File: config.mk
export PLATFORM = sky130hd
export DESIGN_NAME = axi_apb_master
export DESIGN_NICKNAME = d
export VERILOG_FILES = /design/src/rtl/axi_apb_master_pkg.sv /design/src/rtl/axi_apb_master.sv
export SDC_FILE = /design/constraint.sdc
export NUM_CORES = 1
export LEC_CHECK = 0
export BUFFER_PORTS_ARGS = -buffer_cell sky130_fd_sc_hd__buf_2
export CAP_MARGIN = 15
export CORE_ASPECT_RATIO = 1.25
export CORE_MARGIN = 4
export CORE_UTILIZATION = 47
export DETAILED_ROUTE_END_ITERATION = 8
export PLACE_DENSITY = 0.95
export SYNTH_ARGS = -nofsm -noshare
export SYNTH_HDL_FRONTEND = slang
export SYNTH_SLANG_ARGS = --single-unit
File: constraint.sdc
create_clock -name pclk -period 4.7 [get_ports pclk]
set_input_delay 0.705 -clock pclk [delete_from_list [all_inputs] [get_ports pclk]]
set_output_delay 0.705 -clock pclk [all_outputs]
set_load 0.05 [all_outputs]
File: src/rtl/axi_apb_master_pkg.sv
// Shared definitions for the AXI-Lite to APB3 master: FSM encoding, response codes, timeout default.
// Latency: not applicable (definitions only).
// Backpressure: not applicable.
package axi_apb_master_pkg;

    // One APB transfer in flight: accept, SETUP phase, ACCESS phase, AXI response.
    typedef enum logic [1:0] {
        ST_IDLE   = 2'd0,
        ST_SETUP  = 2'd1,
        ST_ACCESS = 2'd2,
        ST_RESP   = 2'd3
    } apb_state_t;

    localparam logic [1:0] RESP_OKAY   = 2'b00;
    localparam logic [1:0] RESP_SLVERR = 2'b10;

    // ACCESS-wait limit used when the APB_TIMEOUT_EN build is selected.
    localparam int APB_TIMEOUT_CYCLES_DFLT = 16;

    // AXI response code for a completed APB transfer.
    function automatic logic [1:0] resp_code(input logic slverr);
        return slverr ? RESP_SLVERR : RESP_OKAY;
    endfunction

endpackage

File: src/rtl/axi_apb_master.sv
// AXI-Lite slave to APB3 master bridge, one transfer in flight, write/read round-robin (optional APB_TIMEOUT_EN ACCESS timeout).
// Latency: accept T, SETUP T+1, ACCESS T+2, B/R valid T+3 (pready=1), IDLE T+4; each pready=0 cycle adds one.
// Backpressure: AXI requests are held off outside IDLE; the response is held in RESP until bready/rready.
module axi_apb_master
    import axi_apb_master_pkg::*;
#(
    parameter int ADDR_W         = 32,
    parameter int DATA_W         = 32,
    parameter int TIMEOUT_CYCLES = APB_TIMEOUT_CYCLES_DFLT
) (
    input  logic              pclk,
    input  logic              presetn,
    // AXI-Lite write
    input  logic              awvalid,
    output logic              awready,
    input  logic [ADDR_W-1:0] awaddr,
    input  logic              wvalid,
    output logic              wready,
    input  logic [DATA_W-1:0] wdata,
    output logic              bvalid,
    input  logic              bready,
    output logic [1:0]        bresp,
    // AXI-Lite read
    input  logic              arvalid,
    output logic              arready,
    input  logic [ADDR_W-1:0] araddr,
    output logic              rvalid,
    input  logic              rready,
    output logic [DATA_W-1:0] rdata,
    output logic [1:0]        rresp,
    // APB3 master
    output logic              psel,
    output logic              penable,
    output logic              pwrite,
    output logic [ADDR_W-1:0] paddr,
    output logic [DATA_W-1:0] pwdata,
    input  logic [DATA_W-1:0] prdata,
    input  logic              pready,
    input  logic              pslverr
);

    apb_state_t        r_state;
    apb_state_t        w_next_state;

    logic [ADDR_W-1:0] r_addr;
    logic [DATA_W-1:0] r_wdata;
    logic [DATA_W-1:0] r_rdata;
    logic              r_write;
    logic              r_slverr;
    // Set when the last served request was a write; 0 out of reset so a write wins the first tie.
    logic              r_last_wr;

    logic              w_wr_elig;
    logic              w_rd_elig;
    logic              w_grant_wr;
    logic              w_grant_rd;
    logic              w_accept;
    logic              w_capture;
    logic              w_to_exit;
    logic              w_timeout;

    // A write needs address and data together; a lone AW or W must not stall a read.
    assign w_wr_elig  = awvalid & wvalid;
    assign w_rd_elig  = arvalid;
    assign w_grant_wr = w_wr_elig & (~w_rd_elig | ~r_last_wr);
    assign w_grant_rd = w_rd_elig & ~w_grant_wr;

`ifdef APB_TIMEOUT_EN
    localparam int TO_CNT_W = $clog2(TIMEOUT_CYCLES + 1);

    logic [TO_CNT_W-1:0] r_to_cnt;

    // Stalled-ACCESS counter: cleared in SETUP (always the cycle before ACCESS), counts pready=0 cycles.
    always_ff @(posedge pclk or negedge presetn) begin
        if (!presetn) begin
            r_to_cnt <= '0;
        end else if (r_state == ST_SETUP) begin
            r_to_cnt <= '0;
        end else if ((r_state == ST_ACCESS) && !pready) begin
            r_to_cnt <= r_to_cnt + TO_CNT_W'(1);
        end
    end

    // Fires on the TIMEOUT_CYCLES-th stalled ACCESS cycle.
    assign w_timeout = (r_to_cnt == TO_CNT_W'(TIMEOUT_CYCLES - 1));
`else
    // No timeout: ACCESS waits for pready indefinitely.
    assign w_timeout = 1'b0;

    // The wait limit is still accepted so both builds share one parameter list.
    if (TIMEOUT_CYCLES < 1) begin : g_timeout_cfg_unused
    end
`endif

    // FSM state register.
    always_ff @(posedge pclk or negedge presetn) begin
        if (!presetn) begin
            r_state <= ST_IDLE;
        end else begin
            r_state <= w_next_state;
        end
    end

    // Next state plus handshake and APB phase outputs, all decoded from the current state.
    always_comb begin
        w_next_state = r_state;
        awready      = 1'b0;
        wready       = 1'b0;
        arready      = 1'b0;
        psel         = 1'b0;
        penable      = 1'b0;
        bvalid       = 1'b0;
        rvalid       = 1'b0;
        w_accept     = 1'b0;
        w_capture    = 1'b0;
        w_to_exit    = 1'b0;
        case (r_state)
            ST_IDLE: begin
                if (w_grant_wr) begin
                    awready      = 1'b1;
                    wready       = 1'b1;
                    w_accept     = 1'b1;
                    w_next_state = ST_SETUP;
                end else if (w_grant_rd) begin
                    arready      = 1'b1;
                    w_accept     = 1'b1;
                    w_next_state = ST_SETUP;
                end
            end
            ST_SETUP: begin
                psel         = 1'b1;
                w_next_state = ST_ACCESS;
            end
            ST_ACCESS: begin
                psel    = 1'b1;
                penable = 1'b1;
                if (pready) begin
                    w_capture    = 1'b1;
                    w_next_state = ST_RESP;
                end else if (w_timeout) begin
                    w_to_exit    = 1'b1;
                    w_next_state = ST_RESP;
                end
            end
            ST_RESP: begin
                if (r_write) begin
                    bvalid = 1'b1;
                    if (bready) begin
                        w_next_state = ST_IDLE;
                    end
                end else begin
                    rvalid = 1'b1;
                    if (rready) begin
                        w_next_state = ST_IDLE;
                    end
                end
            end
            default: begin
                w_next_state = ST_IDLE;
            end
        endcase
    end

    // Request capture on acceptance, completion capture on pready (or forced error on timeout).
    always_ff @(posedge pclk or negedge presetn) begin
        if (!presetn) begin
            r_addr    <= '0;
            r_wdata   <= '0;
            r_rdata   <= '0;
            r_write   <= 1'b0;
            r_slverr  <= 1'b0;
            r_last_wr <= 1'b0;
        end else begin
            if (w_accept) begin
                r_write   <= w_grant_wr;
                r_last_wr <= w_grant_wr;
                r_addr    <= w_grant_wr ? awaddr : araddr;
                if (w_grant_wr) begin
                    r_wdata <= wdata;
                end
            end
            if (w_capture) begin
                r_rdata  <= prdata;
                r_slverr <= pslverr;
            end else if (w_to_exit) begin
                r_rdata  <= '0;
                r_slverr <= 1'b1;
            end
        end
    end

    assign paddr  = r_addr;
    assign pwrite = r_write;
    assign pwdata = r_wdata;
    assign rdata  = r_rdata;
    assign bresp  = bvalid ? resp_code(r_slverr) : RESP_OKAY;
    assign rresp  = rvalid ? resp_code(r_slverr) : RESP_OKAY;

endmodule

==> results.json, run 1 <==
{
  "syn_area_mm2": 0.004290,
  "cts-root-buf": "clkbuf_8",
  "fillers": 680,
  "antenna_found_initial": 1,
  "clk_pin_slew_worst_paths_ns": 0.10,
  "max-cap-violations": 0,
  "final_cell_mix": "buf_2, dfrtp_1, mux2_2, nand2_1, mux2i_1",
  "grt_pass1_wl_um": 16840,
  "rsz0062_at_grt": "no",
  "dieArea_mm2": 0.01073,
  "diodes": 0,
  "viasPerCell": 4.849,
  "ys_warn_count": 0,
  "grt_pass1_vias": 3497,
  "layout-drive-gt1-share": 0.5957,
  "cp_num_buf_inv": 3,
  "setup_tns_ns": 0,
  "tightest_slew_ns": 0.6434,
  "nets": 690,
  "die_h_um": 114.8,
  "slew_violations": 0,
  "initial_utilization": 0.4878,
  "cp.arrival_ns": 2.06,
  "grt_overflow_total": 0,
  "cts_hold_buf": 0,
  "io_buffer_count": 242,
  "drtPass1Iterations": 4,
  "cts-buffers-inserted": 9,
  "ios": 245,
  "grt_usage": 0.2032,
  "avgSynthCellArea_um2": 13.80,
  "setup_viol": 0,
  "drc_errors": 0,
  "min_period_over_period": 0.5876,
  "rows": 38,
  "cp-end-kind": "output port",
  "ir_drop_uv": 508.2,
  "max_stage_delay_ns": 0.40,
  "cp_cell_sequence": "inv_1 > ha_1 > nand2_4 > inv_1 > buf_2",
  "grt_max_degree": 56,
  "crit_fanout": 34,
  "cts.sinks": 100,
  "ctsResizeCount": 0,
  "routed_wl_um": 10770,
  "power_density_mw_per_mm2": 868.1,
  "wl_per_cell_um": 15.98,
  "areaGrowthSynthToFinish_pct": 34.15,
  "fin_crit_ns": 2.762,
  "setup_slack_ns": 1.938,
  "dp_slack_ns": 1.944,
  "final_antenna_net_count": 0,
  "max_slew_margin": 0.5710,
  "report.power.total_mw": 4.997,
  "post_cts_buffers": 0,
  "critical_path_required_ns": 3.99,
  "cts_tree": "done",
  "path_class": "flip-flop to output port",
  "leakagePower_nw": 3.101,
  "gp_congestion": 0.8649,
  "crit_family": "buffers and inverters",
  "die_x_um": 93.46,
  "start_kind": "flip-flop",
  "status": "completed",
  "synthCells": 311,
  "critPathSlowestCell": "dfrtp_1",
  "finClkSkew_ns": 0.01295,
  "max-clock-path-buffers": 2,
  "drtIter0Drc": 82,
  "core-area_mm2": 0.008796,
  "final_common_cell": "buf_2",
  "htree_levels": 3,
  "ys_seq_area_frac": 0.5833,
  "max_clock_freq_mhz": 362.1,
  "clk_latency_ns": 0.36,
  "hpwlAfterDp_um": 8604,
  "hp-class": "input pin to asynchronous set/reset pin",
  "num_vias": 3268,
  "hold_viol": 0,
  "cpMostUsedCell": "inv_1",
  "ys_types": 21,
  "synth_seq_cells": 100
}
==> Yosys cell counts <==
library cell	instances	area, um^2
buf_6	7	78.83
mux2i_1	34	340.3
dfrtp_1	100	2502
buf_4	3	22.52
conb_1	1	3.750
a21boi_2	1	11.26
nor2b_1	2	12.51
mux2_2	38	427.9
mux2_4	28	420.4
clkbuf_1	2	7.510
inv_1	3	11.26
nor2_1	3	11.26
buf_2	8	40.04
nand2_4	1	11.26
o21ai_0	34	170.2
and3_1	1	6.260
and2_1	2	12.51
a21oi_1	1	5.000
nand2b_1	1	6.260
ha_1	4	50.05
nand2_1	37	138.9
==> cells by family (layout without fill, tap and decap cells) <==
group / Yosys count / count (layout) / share of synthesized area
DFF: 100 / 100 / 0.5833
muxes: 100 / 100 / 0.2770
other: 1 / 2 / 0.0008741
and+or+nand+nor: 47 / 47 / 0.04637
buffers and inverters: 23 / 265 / 0.03733
AOI/OAI and AO/OA: 36 / 36 / 0.04345
adders and majority gates: 4 / 4 / 0.01167
==> worst register-to-register path: cells and delay by family (launching register included) <==
family,cells,cell delay [ns]
buf+inv,1,0.13
fa+ha+maj,1,0.32
simple gates,1,0.39
flops,1,0.40
mux,1,0.46
==> per-layer routing <==
| metal | global-route usage | vias to the layer above | share of wire | wire length, um |
|---|---|---|---|---|
| met5 | 0 | - | 0.00074 | 8 |
| met4 | 0.09286 | 2 | 0.029 | 312 |
| met3 | 0.04516 | 22 | 0.082 | 887 |
| met2 | 0.3731 | 164 | 0.54 | 5821 |
| met1 | 0.2214 | 1543 | 0.35 | 3742 |
| li1 | - | 1537 | - | - |
==> metrics by stage <==
step / hold WS, ns / util / cell area [um^2] / std cells
6_report: 0.3353 / 0.6543 / 5756 / 674
3_5_place_dp: 0.4654 / 0.6319 / 5558 / 658
3_3_place_gp: 0.4592 / 0.6319 / 5558 / 658
2_1_floorplan: 0.4094 / - / 4294 / 312
4_1_cts: 0.3477 / 0.6543 / 5756 / 674
5_1_grt: 0.3691 / 0.6543 / 5756 / 674
==> cell type report <==
class                           count  area (um^2)  area share
Clock inverter                      6        70.07     0.01217
Inverter                            3        11.26    0.001957
Sequential cell                   100         2502      0.4348
Multi-Input combinational cell    189         1650      0.2867
Timing Repair Buffer              246         1244      0.2161
Clock buffer                       10        127.6     0.02217
Tap cell                          120        150.1     0.02609
==> sequential cells by signal, indices dropped and copies added, names as in the netlist <==
register   count
r_last_wr      1
r_slverr       1
pwdata        32
paddr         32
rdata         32
r_state        2
==> path summary, 6_finish.rpt <==
kind	from	to	slack, ns	cells after the start
max in group asynchronous	presetn	paddr[0]$_DFFE_PN0P_	3.27	2
hold reg to reg	paddr[4]$_DFFE_PN0P_	paddr[4]$_DFFE_PN0P_	0.48	2
setup reg to reg	r_state[0]$_DFFE_PN0P_	pwdata[19]$_DFFE_PN0P_	2.90	4
setup / recovery	r_state[0]$_DFFE_PN0P_	wready	1.94	5
hold / removal	presetn	pwdata[23]$_DFFE_PN0P_	0.34	1
min in group pclk	paddr[4]$_DFFE_PN0P_	paddr[4]$_DFFE_PN0P_	0.48	2
==> report_power, final <==
group          internal, mW  total (mW)  leakage [nW]  switching [mW]
Combinational         0.797        2.92          1.80            2.13
Clock                 0.250       0.546        0.0895           0.296
Sequential             1.29        1.53          1.21           0.240
(Power assumes the default switching activity.)
==> run 2, diff against run 1 <==
- CORE_UTILIZATION: 47 -> 40
- PLACE_DENSITY: 0.95 -> 0.88
- clock period: 4.7 -> 2.5 ns (I/O delays scaled with it)
==> results.json, run 2 (same netlist as run 1, synthesis figures left out) <==
{
  "layout-drive-gt1-share": 0.5982,
  "viasPerCell": 4.760,
  "setup_tns_ns": 0,
  "final_cell_mix": "buf_2, dfrtp_1, mux2_2, nand2_1, mux2i_1",
  "cp_num_buf_inv": 3,
  "clk_latency_ns": 0.34,
  "min_period_over_period": 0.8257,
  "final_common_cell": "buf_2",
  "grt_max_degree": 54,
  "critPathSlowestCell": "dfrtp_1",
  "cp-end-kind": "output port",
  "diodes": 0,
  "rows": 42,
  "crit_fanout": 4,
  "crit_family": "buffers and inverters",
  "max_slew_margin": 0.5933,
  "grt_usage": 0.1635,
  "status": "completed",
  "cts_tree": "done",
  "grt_overflow_total": 0,
  "finClkSkew_ns": 0.01001,
  "cts-buffers-inserted": 9,
  "hold_viol": 0,
  "ir_drop_uv": 687.6,
  "holdWs_ns": 0.04027,
  "drtIter0Drc": 77,
  "grt_pass1_wl_um": 15920,
  "max-clock-path-buffers": 2,
  "nets": 691,
  "ctsResizeCount": 0,
  "routed_wl_um": 10650,
  "hp-class": "input pin to asynchronous set/reset pin",
  "max_stage_delay_ns": 0.38,
  "power_density_mw_per_mm2": 1647,
  "cp.arrival_ns": 1.69,
  "htree_levels": 3,
  "drc_errors": 0,
  "ios": 245,
  "gp_congestion": 0.7338,
  "tightest_slew_ns": 0.6100,
  "die_x_um": 100.6,
  "critical_path_required_ns": 2.12,
  "fin_crit_ns": 2.064,
  "grt_pass1_vias": 3382,
  "cts-root-buf": "clkbuf_16",
  "core-area_mm2": 0.01056,
  "start_kind": "flip-flop",
  "die_h_um": 123.8,
  "io_buffer_count": 242,
  "r2r-end": "pwdata[2]$_DFFE_PN0P_",
  "cp_cell_sequence": "inv_1 > ha_1 > nand2_4 > inv_1 > buf_2",
  "setup_viol": 0,
  "rsz0062_at_grt": "no",
  "initial_utilization": 0.4062,
  "path_class": "flip-flop to output port",
  "slew_violations": 0,
  "drtPass1Iterations": 4,
  "wl_per_cell_um": 15.51,
  "max-cap-violations": 0,
  "post_cts_buffers": 0,
  "antenna_found_initial": 0,
  "regToRegSetupSlack_ns": 0.66,
  "max_clock_freq_mhz": 484.4,
  "cpMostUsedCell": "inv_1",
  "final_antenna_net_count": 0,
  "worstReg2RegStart": "r_state[0]$_DFFE_PN0P_",
  "worstSetupStartpoint": "r_state[0]$_DFFE_PN0P_",
  "hpwlAfterDp_um": 8651,
  "clk_pin_slew_worst_paths_ns": 0.08,
  "cts.sinks": 100,
  "r2r_cells": 5,
  "num_vias": 3270,
  "areaGrowthSynthToFinish_pct": 37.01,
  "dieArea_mm2": 0.01246,
  "leakagePower_nw": 3.151,
  "cts_hold_buf": 0
}
-- run 2: routing by layer --
metal | global-route usage | part of all wire | vias to the layer above
met4 | 0.07498 | 0.024 | 0
li1 | - | - | 1539
met1 | 0.1867 | 0.37 | 1553
met3 | 0.03529 | 0.081 | 21
met2 | 0.2904 | 0.53 | 157
met5 | 0 | 0 | -
-- run 2: worst max path at each step --
| stage | endpoint | slack [ns] | depth (start not counted) |
|---|---|---|---|
| 3_5_place_dp | pwdata[2]$_DFFE_PN0P_ | 0.54 | 6 |
| 3_3_place_gp | pwdata[1]$_DFFE_PN0P_ | 0.62 | 6 |
| 2_1_floorplan | wready | 0.28 | 6 |
| 4_1_cts | awready | 0.39 | 5 |
| 6_report | awready | 0.44 | 5 |
| 5_1_grt | awready | 0.33 | 5 |
-- run 2: cell type report --
type                    instances  area [um^2]
repair buffers                247         1264
clock buffers                   9        225.2
well taps                     132        165.2
multi-input cells             189         1650
clock inverters                 7        60.06
fillers                       895         4684
flip-flops and latches        100         2502
inverters                       3        11.26
-- run 2: report_power, final --
group	total [mW]	switching, mW	internal, mW
sequential	2.87	0.442	2.43
clock	1.31	0.624	0.689
combinational	5.50	4.00	1.50
-- run 2: per-stage QoR --
step / util / cell area, um^2 / power, mW / std cells / worst slack (ns)
after floorplan: - / 4294 / 7.106 / 312 / 0.2782
after global placement: 0.5295 / 5593 / 8.304 / 671 / 0.6186
after detailed placement: 0.5295 / 5593 / 8.458 / 671 / 0.5408
after CTS: 0.5565 / 5878 / 9.793 / 687 / 0.3942
after global routing: 0.5565 / 5878 / 10.17 / 687 / 0.3285
final: 0.5565 / 5878 / 9.684 / 687 / 0.4357
-- run 2: worst register-to-register path, cell delays in order, from the launching register on --
cell	delay [ns]
dfrtp_1	0.35
inv_1	0.09
ha_1	0.31
nand2_4	0.09
buf_4	0.46
mux2_2	0.43
==> run 3, diff against run 2 <==
- ABC_AREA: unset -> 1
- CORE_UTILIZATION: 40 -> 45
- PLACE_DENSITY: 0.88 -> 0.92
- clock period: 2.5 -> 1.91 ns (I/O delays scaled with it)
==> results.json, run 3 <==
{
  "areaGrowthSynthToFinish_pct": 35.35,
  "viasPerCell": 4.683,
  "die_h_um": 119.8,
  "yosys.area_share.adder": 0.01113,
  "rsz0062_at_grt": "yes",
  "nets": 872,
  "io_buffer_count": 242,
  "drtPass1Iterations": 4,
  "core-area_mm2": 0.009709,
  "max-clock-path-buffers": 2,
  "max_clock_freq_mhz": 546.6,
  "cts.sinks": 100,
  "ys_types": 24,
  "synth_mux_area_frac": 0.08011,
  "min_period_over_period": 0.9578,
  "hp-class": "input pin to flip-flop",
  "hpwlAfterDp_um": 9300,
  "post_cts_buffers": 0,
  "num_vias": 4041,
  "critical_path_required_ns": 1.62,
  "ys_seq_area_frac": 0.5563,
  "max-cap-violations": 0,
  "async_flop_share": 1.000,
  "gp_congestion": 0.8392,
  "drtIter0Drc": 182,
  "wl_per_cell_um": 14.32,
  "ys_warn_count": 0,
  "clk_latency_ns": 0.34,
  "syn_area_mm2": 0.004498,
  "status": "completed",
  "yosys.area.top_type_share": 0.5563,
  "utilization": 0.6271,
  "final_cell_mix": "buf_2, nand2_1, dfrtp_1, inv_1, mux2_2",
  "grt_pass1_vias": 4080,
  "holdWs_ns": 0.1352,
  "cts_tree": "done",
  "worstSetupStartpoint": "r_state[0]$_DFFE_PN0P_",
  "worstHoldStart": "wdata[8]",
  "grt_pass1_wl_um": 19910,
  "cts-buffers-inserted": 9,
  "grt_overflow_total": 0,
  "fin_crit_ns": 1.829,
  "synthSimpleGateAreaFrac": 0.2181,
  "clk_pin_slew_worst_paths_ns": 0.07,
  "max_slew_margin": 0.6282,
  "synth_seq_cells": 100,
  "ys_top_cells_by_count": "nand2_1, dfrtp_1, inv_1, mux2_2, nor2_1",
  "synth_area_leaders": "dfrtp_1, nand2_1, mux2_2, inv_1, o21ai_1",
  "routed_wl_um": 12360,
  "ir_drop_uv": 845.7,
  "rows": 40,
  "synth_top_family_by_area": "simple AND/OR/NAND/NOR gates",
  "synth_most_common_cell": "nand2_1",
  "yosysTopAreaCell": "dfrtp_1",
  "crit_fanout": 3,
  "slew_violations": 0,
  "dieArea_mm2": 0.01167,
  "initial_utilization": 0.4633,
  "grt_usage": 0.2118,
  "ys.flop_type": "dfrtp_1",
  "setup_viol": 0,
  "ios": 245,
  "tightest_slew_ns": 0.5569,
  "layout-drive-gt1-share": 0.4470,
  "antenna_found_initial": 1,
  "power_density_mw_per_mm2": 2090,
  "htree_levels": 3,
  "synthXorXnorAreaFrac": 0,
  "path_class": "flip-flop to output port",
  "drc_errors": 0,
  "worstReg2RegStart": "r_state[0]$_DFFE_PN0P_",
  "cts-root-buf": "clkbuf_16",
  "cp-end-kind": "output port",
  "synth-edff-count": 0,
  "cp.arrival_ns": 1.54,
  "start_kind": "flip-flop",
  "final_antenna_net_count": 0,
  "finClkSkew_ns": 0.009849,
  "leakagePower_nw": 3.533,
  "die_x_um": 97.43,
  "synthCells": 493,
  "grt_max_degree": 65,
  "hold_viol": 0,
  "avgSynthCellArea_um2": 9.124,
  "final_common_cell": "buf_2",
  "synth_compound_area_frac": 0.05090
}
## run 3: cell type report
cell class	count	area (um^2)
diodes	1	2.502
clock buffers	9	225.2
clock inverters	7	56.30
fillers	812	3621
inverters	45	168.9
multi-input cells	324	1640
flip-flops and latches	100	2502
well taps	126	157.7
repair buffers	251	1335
## run 3: through the flow
stage	setup slack [ns]	area, um^2	instances	power [mW]	setup TNS, ns
floorplan	0.01288	4512	494	9.246	0
global placement	0.3438	5778	845	10.84	0
detailed placement	0.2725	5778	845	11.04	0
CTS	0.01300	6072	862	12.82	0
global route	-0.02519	6088	863	13.38	-0.02519
finish	0.08059	6088	863	12.73	0
## run 3: logic make-up (layout without fill, tap and decap cells)
group / after synthesis / count (layout)
flops: 100 / 100
compound gates: 36 / 36
simple gates: 250 / 250
buf+inv: 70 / 312
mux: 32 / 32
fa+ha+maj: 4 / 4
other cells: 1 / 3
## run 3: what timing repair did
item,CTS,global route
gates cloned,0,0
hold endpoints to repair,26,0
gates resized for setup,1,6
hold buffers,1,0
endpoints found under the setup margin,1,4
## run 3: worst max-delay path, cell delays in order, from the launching register on
cell and delay, ns:
dfrtp_1 0.40, inv_1 0.11, ha_2 0.23, inv_2 0.07
nor3_2 0.21, buf_6 0.19
## run 3: worst paths after layout
path                                     endpoint  slack, ns  cells after the start
max reg2reg                 paddr[13]$_DFFE_PN0P_       0.27                      7
max in group asynchronous  pwdata[31]$_DFFE_PN0P_       0.91                      3
min in group asynchronous   paddr[10]$_DFFE_PN0P_       0.41                      2
max                                       arready       0.08                      5
min reg2reg                pwdata[12]$_DFFE_PN0P_       0.48                      2
min                         pwdata[8]$_DFFE_PN0P_       0.14                      3
## run 3: power breakdown
part / total (mW) / leakage, nW / switching [mW] / internal [mW]
logic: 7.30 / 2.18 / 5.54 / 1.76
clock network: 1.71 / 0.137 / 0.812 / 0.900
registers: 3.72 / 1.22 / 0.557 / 3.16
## run 3: metal layers
metal	wire length [um]	up-vias	GRT usage
met5	0	-	0
met4	446	0	0.1091
met3	706	33	0.03023
met2	6829	167	0.3997
met1	4373	1874	0.2267
li1	-	1967	-
